--- src/rtl/fpu_pkg.sv ---
// rtl/fpu_pkg.sv - shared FPU op codes, result classes and IEEE-754 constants
package fpu_pkg;

   typedef enum logic [1:0] {
      FPU_OP_ADD = 2'b00,
      FPU_OP_SUB = 2'b01,
      FPU_OP_MUL = 2'b10,
      FPU_OP_DIV = 2'b11
   } fpu_op_t;

   typedef enum logic [1:0] {
      FPU_CLS_NORMAL = 2'b00,
      FPU_CLS_ZERO   = 2'b01,
      FPU_CLS_INF    = 2'b10,
      FPU_CLS_NAN    = 2'b11
   } fpu_cls_t;

   localparam logic [7:0]  EXP_MAX = 8'hFF;
   localparam logic [31:0] QNAN    = 32'h7FC00000;

endpackage

--- src/rtl/fpu_classify.sv ---
// rtl/fpu_classify.sv - combinational IEEE-754 single class decode
module fpu_classify
   import fpu_pkg::*;
(
   input  logic [31:0] value,
   output logic [1:0]  cls
);

   logic [7:0]  exp_f;
   logic [22:0] frac_f;

   assign exp_f  = value[30:23];
   assign frac_f = value[22:0];

   // Denormals fold into zero because the arithmetic units flush them.
   always_comb begin
      cls = FPU_CLS_NORMAL;
      if (exp_f == EXP_MAX) begin
         cls = (frac_f != 23'd0) ? FPU_CLS_NAN : FPU_CLS_INF;
      end else if (exp_f == 8'd0) begin
         cls = FPU_CLS_ZERO;
      end
   end

endmodule

--- src/rtl/fpu_result_queue.sv ---
// rtl/fpu_result_queue.sv - in-order FPU writeback FIFO with sticky exception flags
module fpu_result_queue
   import fpu_pkg::*;
#(
   parameter int DEPTH = 4,
   parameter int TAG_W = 4
) (
   input  logic                       clk,
   input  logic                       reset,
   input  logic                       in_valid,
   output logic                       in_ready,
   input  logic [1:0]                 in_op,
   input  logic [TAG_W-1:0]           in_tag,
   input  logic [31:0]                in_result,
   input  logic                       in_error,
   input  logic                       in_overflow,
   output logic                       out_valid,
   input  logic                       out_ready,
   output logic [1:0]                 out_op,
   output logic [TAG_W-1:0]           out_tag,
   output logic [31:0]                out_result,
   output logic                       out_error,
   output logic                       out_overflow,
   output logic [1:0]                 out_class,
   output logic [$clog2(DEPTH):0]     count,
   input  logic                       flag_clr,
   output logic                       sticky_err,
   output logic                       sticky_ovf
);

   localparam int PTR_W = $clog2(DEPTH);
   localparam int CNT_W = PTR_W + 1;
   localparam logic [CNT_W-1:0] FULL_CNT = CNT_W'(DEPTH);

   logic [1:0]       op_mem  [DEPTH];
   logic [TAG_W-1:0] tag_mem [DEPTH];
   logic [31:0]      res_mem [DEPTH];
   logic             err_mem [DEPTH];
   logic             ovf_mem [DEPTH];

   logic [PTR_W-1:0] rd_ptr;
   logic [PTR_W-1:0] wr_ptr;
   logic             push;
   logic             pop;

   // Ready/valid come from registered occupancy only, never from out_ready.
   assign in_ready  = (count != FULL_CNT);
   assign out_valid = (count != '0);
   assign push      = in_valid & in_ready;
   assign pop       = out_valid & out_ready;

   always_ff @(posedge clk) begin
      if (reset) begin
         rd_ptr     <= '0;
         wr_ptr     <= '0;
         count      <= '0;
         sticky_err <= 1'b0;
         sticky_ovf <= 1'b0;
      end else begin
         if (push) begin
            wr_ptr <= wr_ptr + 1'b1;
         end
         if (pop) begin
            rd_ptr <= rd_ptr + 1'b1;
         end
         if (push && !pop) begin
            count <= count + 1'b1;
         end else if (pop && !push) begin
            count <= count - 1'b1;
         end
         sticky_err <= (sticky_err & ~flag_clr) | (push & in_error);
         sticky_ovf <= (sticky_ovf & ~flag_clr) | (push & in_overflow);
      end
   end

   always_ff @(posedge clk) begin
      if (push && !reset) begin
         op_mem[wr_ptr]  <= in_op;
         tag_mem[wr_ptr] <= in_tag;
         res_mem[wr_ptr] <= in_result;
         err_mem[wr_ptr] <= in_error;
         ovf_mem[wr_ptr] <= in_overflow;
      end
   end

   assign out_op       = op_mem[rd_ptr];
   assign out_tag      = tag_mem[rd_ptr];
   assign out_result   = res_mem[rd_ptr];
   assign out_error    = err_mem[rd_ptr];
   assign out_overflow = ovf_mem[rd_ptr];

   fpu_classify u_classify (
      .value (out_result),
      .cls   (out_class)
   );

endmodule

--- config.mk ---
export PLATFORM = sky130hd
export DESIGN_NAME = fpu_result_queue
export DESIGN_NICKNAME = d
export VERILOG_FILES = /design/src/rtl/fpu_pkg.sv /design/src/rtl/fpu_classify.sv /design/src/rtl/fpu_result_queue.sv
export SDC_FILE = /design/constraint.sdc
export NUM_CORES = 1
export LEC_CHECK = 0
export ABC_AREA = 0
export BUFFER_PORTS_ARGS = -buffer_cell sky130_fd_sc_hd__buf_2
export CORE_AREA = 2 2 124 138
export CTS_BUF_LIST = sky130_fd_sc_hd__clkbuf_4 sky130_fd_sc_hd__clkbuf_8
export CTS_CLUSTER_SIZE = 24
export DETAILED_ROUTE_END_ITERATION = 8
export DIE_AREA = 0 0 126 140
export GPL_TIMING_DRIVEN = 0
export HOLD_SLACK_MARGIN = 0.15
export SETUP_SLACK_MARGIN = 0.5
export SLEW_MARGIN = 30
export SYNTH_ARGS = -nofsm -noshare
export SYNTH_HDL_FRONTEND = slang
export SYNTH_SLANG_ARGS = --single-unit
--- constraint.sdc ---
create_clock -name clk -period 3.02 [get_ports clk]
set_input_delay 0.302 -clock clk [delete_from_list [all_inputs] [get_ports clk]]
set_output_delay 0.302 -clock clk [all_outputs]
set_load 0.02 [all_outputs]
# Word-level counts from Yosys, hierarchy flattened
# Memories as Yosys holds them, arrays and structs flattened. A register that Yosys moved wholly into a read port is not among the register bits.
# Cells that the tools add are included.
[totals] word_cells=52 n_memories=5 ff_bits=9 input_bits=45 output_inout_bits=49 ram_bits=160
[memory_table] name="res_mem" depth=4 word_bits=32 rd=1 rd_ports_with_merged_regs=1 write_ports=1 line="fpu_result_queue.sv:37" source="logic [31:0] res_mem [DEPTH];"
[memory_table] name="tag_mem" depth=4 word_bits=4 rd=1 rd_ports_with_merged_regs=1 write_ports=1 line="fpu_result_queue.sv:36" source="logic [TAG_W-1:0] tag_mem [DEPTH];"
[memory_table] name="op_mem" depth=4 word_bits=2 rd=1 rd_ports_with_merged_regs=1 write_ports=1 line="fpu_result_queue.sv:35" source="logic [1:0] op_mem [DEPTH];"
[memory_table] name="err_mem" depth=4 word_bits=1 rd=1 rd_ports_with_merged_regs=1 write_ports=1 line="fpu_result_queue.sv:38" source="logic err_mem [DEPTH];"
[memory_table] name="ovf_mem" depth=4 word_bits=1 rd=1 rd_ports_with_merged_regs=1 write_ports=1 line="fpu_result_queue.sv:39" source="logic ovf_mem [DEPTH];"
[op_classes] n_mux=17 addsub=4 eq_ne=2 bitwise=9 n_reduce_logical=10
[op_table] op="23-bit nonzero test" n=1
[op_table] op="2-bit 2-to-1 mux" n=11
[op_table] op="8-bit == test (second input constant)" n=1
[op_table] op="8-bit logical NOT" n=1
[op_table] op="1-bit bitwise AND" n=6
[op_table] op="3-bit 2-to-1 mux" n=2
[op_table] op="2-bit by 1-bit adder with 2-bit output (second input constant)" n=2
[op_table] op="1-bit 2-to-1 mux" n=4
[op_table] op="3-bit by 1-bit adder with 3-bit output (second input constant)" n=1
[op_table] op="1-bit logical AND" n=3
[op_table] op="1-bit logical NOT" n=3
[op_table] op="3-bit inequality test (second input constant)" n=1
[op_table] op="3-bit nonzero test" n=1
[op_table] op="3-bit by 1-bit subtractor with 3-bit output (second input constant)" n=1
[op_table] op="1-bit bitwise OR" n=2
[op_table] op="2-bit nonzero test" n=1
[op_table] op="1-bit NOT" n=1

# Depth between registers and ports, before layout
[depth] depth_word=6 depth_mapped=9

# By module
# From an unflattened synthesis, not the netlist that was laid out.
[hier_totals] cells_unflattened=280 hier_area_um2=6396.1
[modules_own_cells] mod="fpu_result_queue" cells_per_inst=265 instances=1 seq_area_each_um2=5024.8 area_each_um2=6298.5
[modules_own_cells] mod="fpu_classify" cells_per_inst=15 instances=1 seq_area_each_um2=0.0 area_each_um2=97.6

# Worst setup path after synthesis
# No wires, ideal clock.
[synth_timing] path_type="reg2reg" startpoint="register count[0]" endpoint="memory err_mem[0] (enable)" path_slack_ps=300 synth_period_minus_slack_ps=2720 n_path_buf=1 arrival_time_ps=2319 path_stages_with_launch=6 path_cell_list="dfxtp_1 > or3b_2 > and2_1 > clkbuf_1 > nor2b_1 > and2_1"
[synth_between] elab_chain_cells=5
[synth_rtl] item="from (decl)" line="fpu_result_queue.sv:25" source="output logic [$clog2(DEPTH):0] count,"
[synth_rtl] item="from (signal assigned)" line="fpu_result_queue.sv:67" source="count <= count + 1'b1;"
[synth_rtl] item="from (signal assigned)" line="fpu_result_queue.sv:69" source="count <= count - 1'b1;"
[synth_rtl] item="3-bit inequality test" line="fpu_result_queue.sv:47" source="assign in_ready = (count != FULL_CNT);"
[synth_rtl] item="named net in_ready" line="fpu_result_queue.sv:11" source="output logic in_ready,"
[synth_rtl] item="1-bit bitwise AND" line="fpu_result_queue.sv:49" source="assign push = in_valid & in_ready;"
[synth_rtl] item="1-bit logical AND" line="fpu_result_queue.sv:77" source="if (push && !reset) begin"
[synth_rtl] item="1-bit 2-to-1 mux" line="fpu_result_queue.sv:77"
[synth_rtl] item="1-bit 2-to-1 mux (not written as such)" line="fpu_result_queue.sv:81" source="err_mem[wr_ptr] <= in_error;"
[synth_rtl] item="to (decl)" line="fpu_result_queue.sv:38"
# The timed path passes the listed nets, and every way through them passes these cells.

==> results.txt <==
Reg-to-Reg End: count[2]
Cells on worst reg2reg path: 9
Hold path endpoint: rd_ptr[0]
RD Place Congestion: 0.6870
Leakage power: 2.765 nW
Fmax: 342.3 MHz
Synth area leaders: edfxtp_1 75%, mux4_2 13%, dfxtp_1 3.4%
Die Wd: 126 um
RSZ-0062 raised after global routing: yes
Drt pass-1 iters: 4
Vias: 3,255
CTS clk-pin slew, worst paths: 0.08 ns
RR Startpoint: count[0]
Status: finished, final reports clean
Dpl cells: 576
Setup CP Type: flop to primary output
Share of cells above drive strength 1: 42.51%
Area growth syn-to-layout: 26.45%
Post-synthesis area per instance: 22.91 um^2
R2r setup slk: 0.80 ns
Worst path arrival time: 2.62 ns
Vias in the first global route: 3,453
Worst Hold Depth: 4
Ant. Diodes: 0
Post-Syn Area: 6391 um^2
Antenna violations before repair: 0
Syn_nets: 330
WL/cell: 18.57 um
Adder-cell share of the synthesized area: 1.292%
Compound-Gate Fraction of Synth Area: 0.5677%
Final WS setup: 0.09882 ns
Endpoint type of the worst setup path: primary output
Final Hold Slack: 0.2435 ns
XOR/XNOR Fraction of Synth Area: 0.6852%
Post-Synth Simple-Gate Area: 3.054%
PortBufs: 93
Hold WC Path Type: input pin to flop
Power density cells: 764.5 nW/um^2
Slew HR: 56.09%
CTS tree: built
CTS root buffer: clkbuf_8
Crit start category: flop
Total of max-cap violations: 0
Combinational family with the most area after synthesis: multiplexers
Share of the synthesized area in the top cell type: 75.18%
Final Hold Viols: 0
Hold path start: out_ready
Total GRT Usage: 14.36%
DR DRC count: 0
Global-route wire length before repair: 18,790 um
Ports: 94
Overflow after GRT: 0
Clock Tree Buf Depth: 2
Post-synthesis sequential area ratio: 78.62%
WL final: 12,220 um
Chip height: 140 um
Largest net degree at the start of global routing: 41
Starting density of the core: 39.49%
Cell variety after synth: 31
Nets: 492
Post-route antenna net violation count: 0
Fin crit period: 2.921 ns
# rows: 49
Final Max Tran Viols: 0
Final Power: 6.178 mW
Iter 0 DRT Violations: 170
Die Area: 17,640 um^2
CTS H-tree lvls: 4
Final core occ: 49.93%
Peak VDD IR: 533.4 uV
Biggest area consumer among synthesized cells: edfxtp_1
Synth warn: 0
DP Wirelength: 7370 um
CP max FO: 6
Instance count of the mapped netlist: 279
Clock Latency Late Sink: 0.45 ns
Via density: 4.947
Final setup violation count: 0
Pre-CTS setup slack: -0.2468 ns
Worst-margin pin slew: 0.6587 ns
Final Cycle Share: 96.73%
Core Footprint: 16,190 um^2
CTS Sinks: 171
Total CTS buffers: 17
Mux contribution to synthesized area: 14.53%
Final cell count without fillers: 658
CP Data Required Time: 2.72 ns
Final Skew: 0.006682 ns
Synthesis-stage register bit count: 171
-- synth_stat cells (all sizes together) --
master    n
edfxtp  160
mux4     40
dfxtp    11
nor2     11
buf       7
and2      5
ha        5
nor4      5
clkbuf    4
xor2      4
a21oi     3
inv       3
nand4     3
nor2b     3
mux2i     2
or3       2
or4       2
fa        1
nand2     1
nand3     1
nor3      1
o211ai    1
o21ai     1
o22a      1
or3b      1
xnor2     1
-- report_power, final --
group          internal [mW]  switching (mW)
combinational          0.833            1.00
sequential              2.77          0.0640
clock                  0.730           0.777
total                   4.33            1.84
-- cells in the final DEF (no fill, tap or decap), types with 2 or more instances in the layout --
master         instances
nor2b_1                3
mux4_2                39
nand4_1                3
clkinvlp_4             2
ha_1                   5
and2_4                 4
edfxtp_1             160
mux2i_1                2
dfxtp_1               10
nor2_1                11
clkinv_2               5
xor2_1                 4
clkbuf_4               3
clkbuf_8              17
or4_4                  2
clkinv_1               3
buf_4                  9
nor4_4                 2
buf_6                  2
buf_12                 2
inv_1                  3
bufinv_16              2
buf_8                  3
or3_1                  2
nor4_2                 2
buf_2                 93
a21oi_1                3
dlygate4sd3_1         41
-- layer usage --
| layer | vias up | routed length [um] | global-route usage, % |
|---|---|---|---|
| met5 | - | 0 | 0 |
| met4 | 0 | 170 | 5.032 |
| met3 | 14 | 748 | 4.545 |
| met2 | 109 | 6156 | 24.08 |
| met1 | 1647 | 5142 | 17.65 |
| li1 | 1485 | - | - |
-- worst max path at each step --
stage                        end  slack (ns)  cells past startpoint
global route        out_class[0]       -0.04                      8
CTS                 out_class[0]        0.07                      7
floorplan           out_class[0]        0.60                      6
global placement    out_class[0]       -0.20                      7
detailed placement  out_class[0]       -0.25                      7
finish              out_class[0]         0.1                      8
-- metrics by stage --
stage	TNS [ns]	area [um^2]
floorplan	0	6396
global placement	-0.1974	7117
detailed placement	-0.2468	7122
CTS	0	8011
global route	-0.03697	8082
finish	0	8082
-- state kept, by name, summed over array words and instances, names as in the netlist, named ones only --
signal and cells:
rd_ptr 2, count 3, wr_ptr 2, tag_mem 16
ovf_mem 4, err_mem 4, sticky_ovf 1, op_mem 8
sticky_err 1, res_mem 128
-- worst max-delay path: stages (launching register included) --
cell      delay [ns]
dfxtp_2         0.33
buf_6           0.12
buf_12          0.13
buf_8           0.13
mux4_2          0.52
or4_4           0.47
o211ai_1        0.19
o22a_1          0.18
buf_6           0.12
-- cell families after synthesis --
| kind of cell | after synthesis |
|---|---|
| compound gates | 6 |
| xor+xnor | 5 |
| fa+ha+maj | 6 |
| buf+inv | 14 |
| flops | 171 |
| mux | 42 |
| simple gates | 35 |
-- repair_timing --
item                                   in CTS  in global routing
resized for setup                          24                 10
hold buffers                               41                  0
setup endpoints to repair                  32                  2
endpoints found under the hold margin     162                  0
buffers inserted                            4                  5
pin swaps                                   2                  3
-- layout make-up --
type,instances,area [um^2]
clock buffer,18,241.5
fill,1373,8104
buffer,11,117.6
sequential,171,5026
tap,204,255.2
inverter,3,11.26
timing repair buffer,143,957.2
clock inverter,14,128.9
multi-input combinational,94,1344
(Power assumes the default switching activity.)
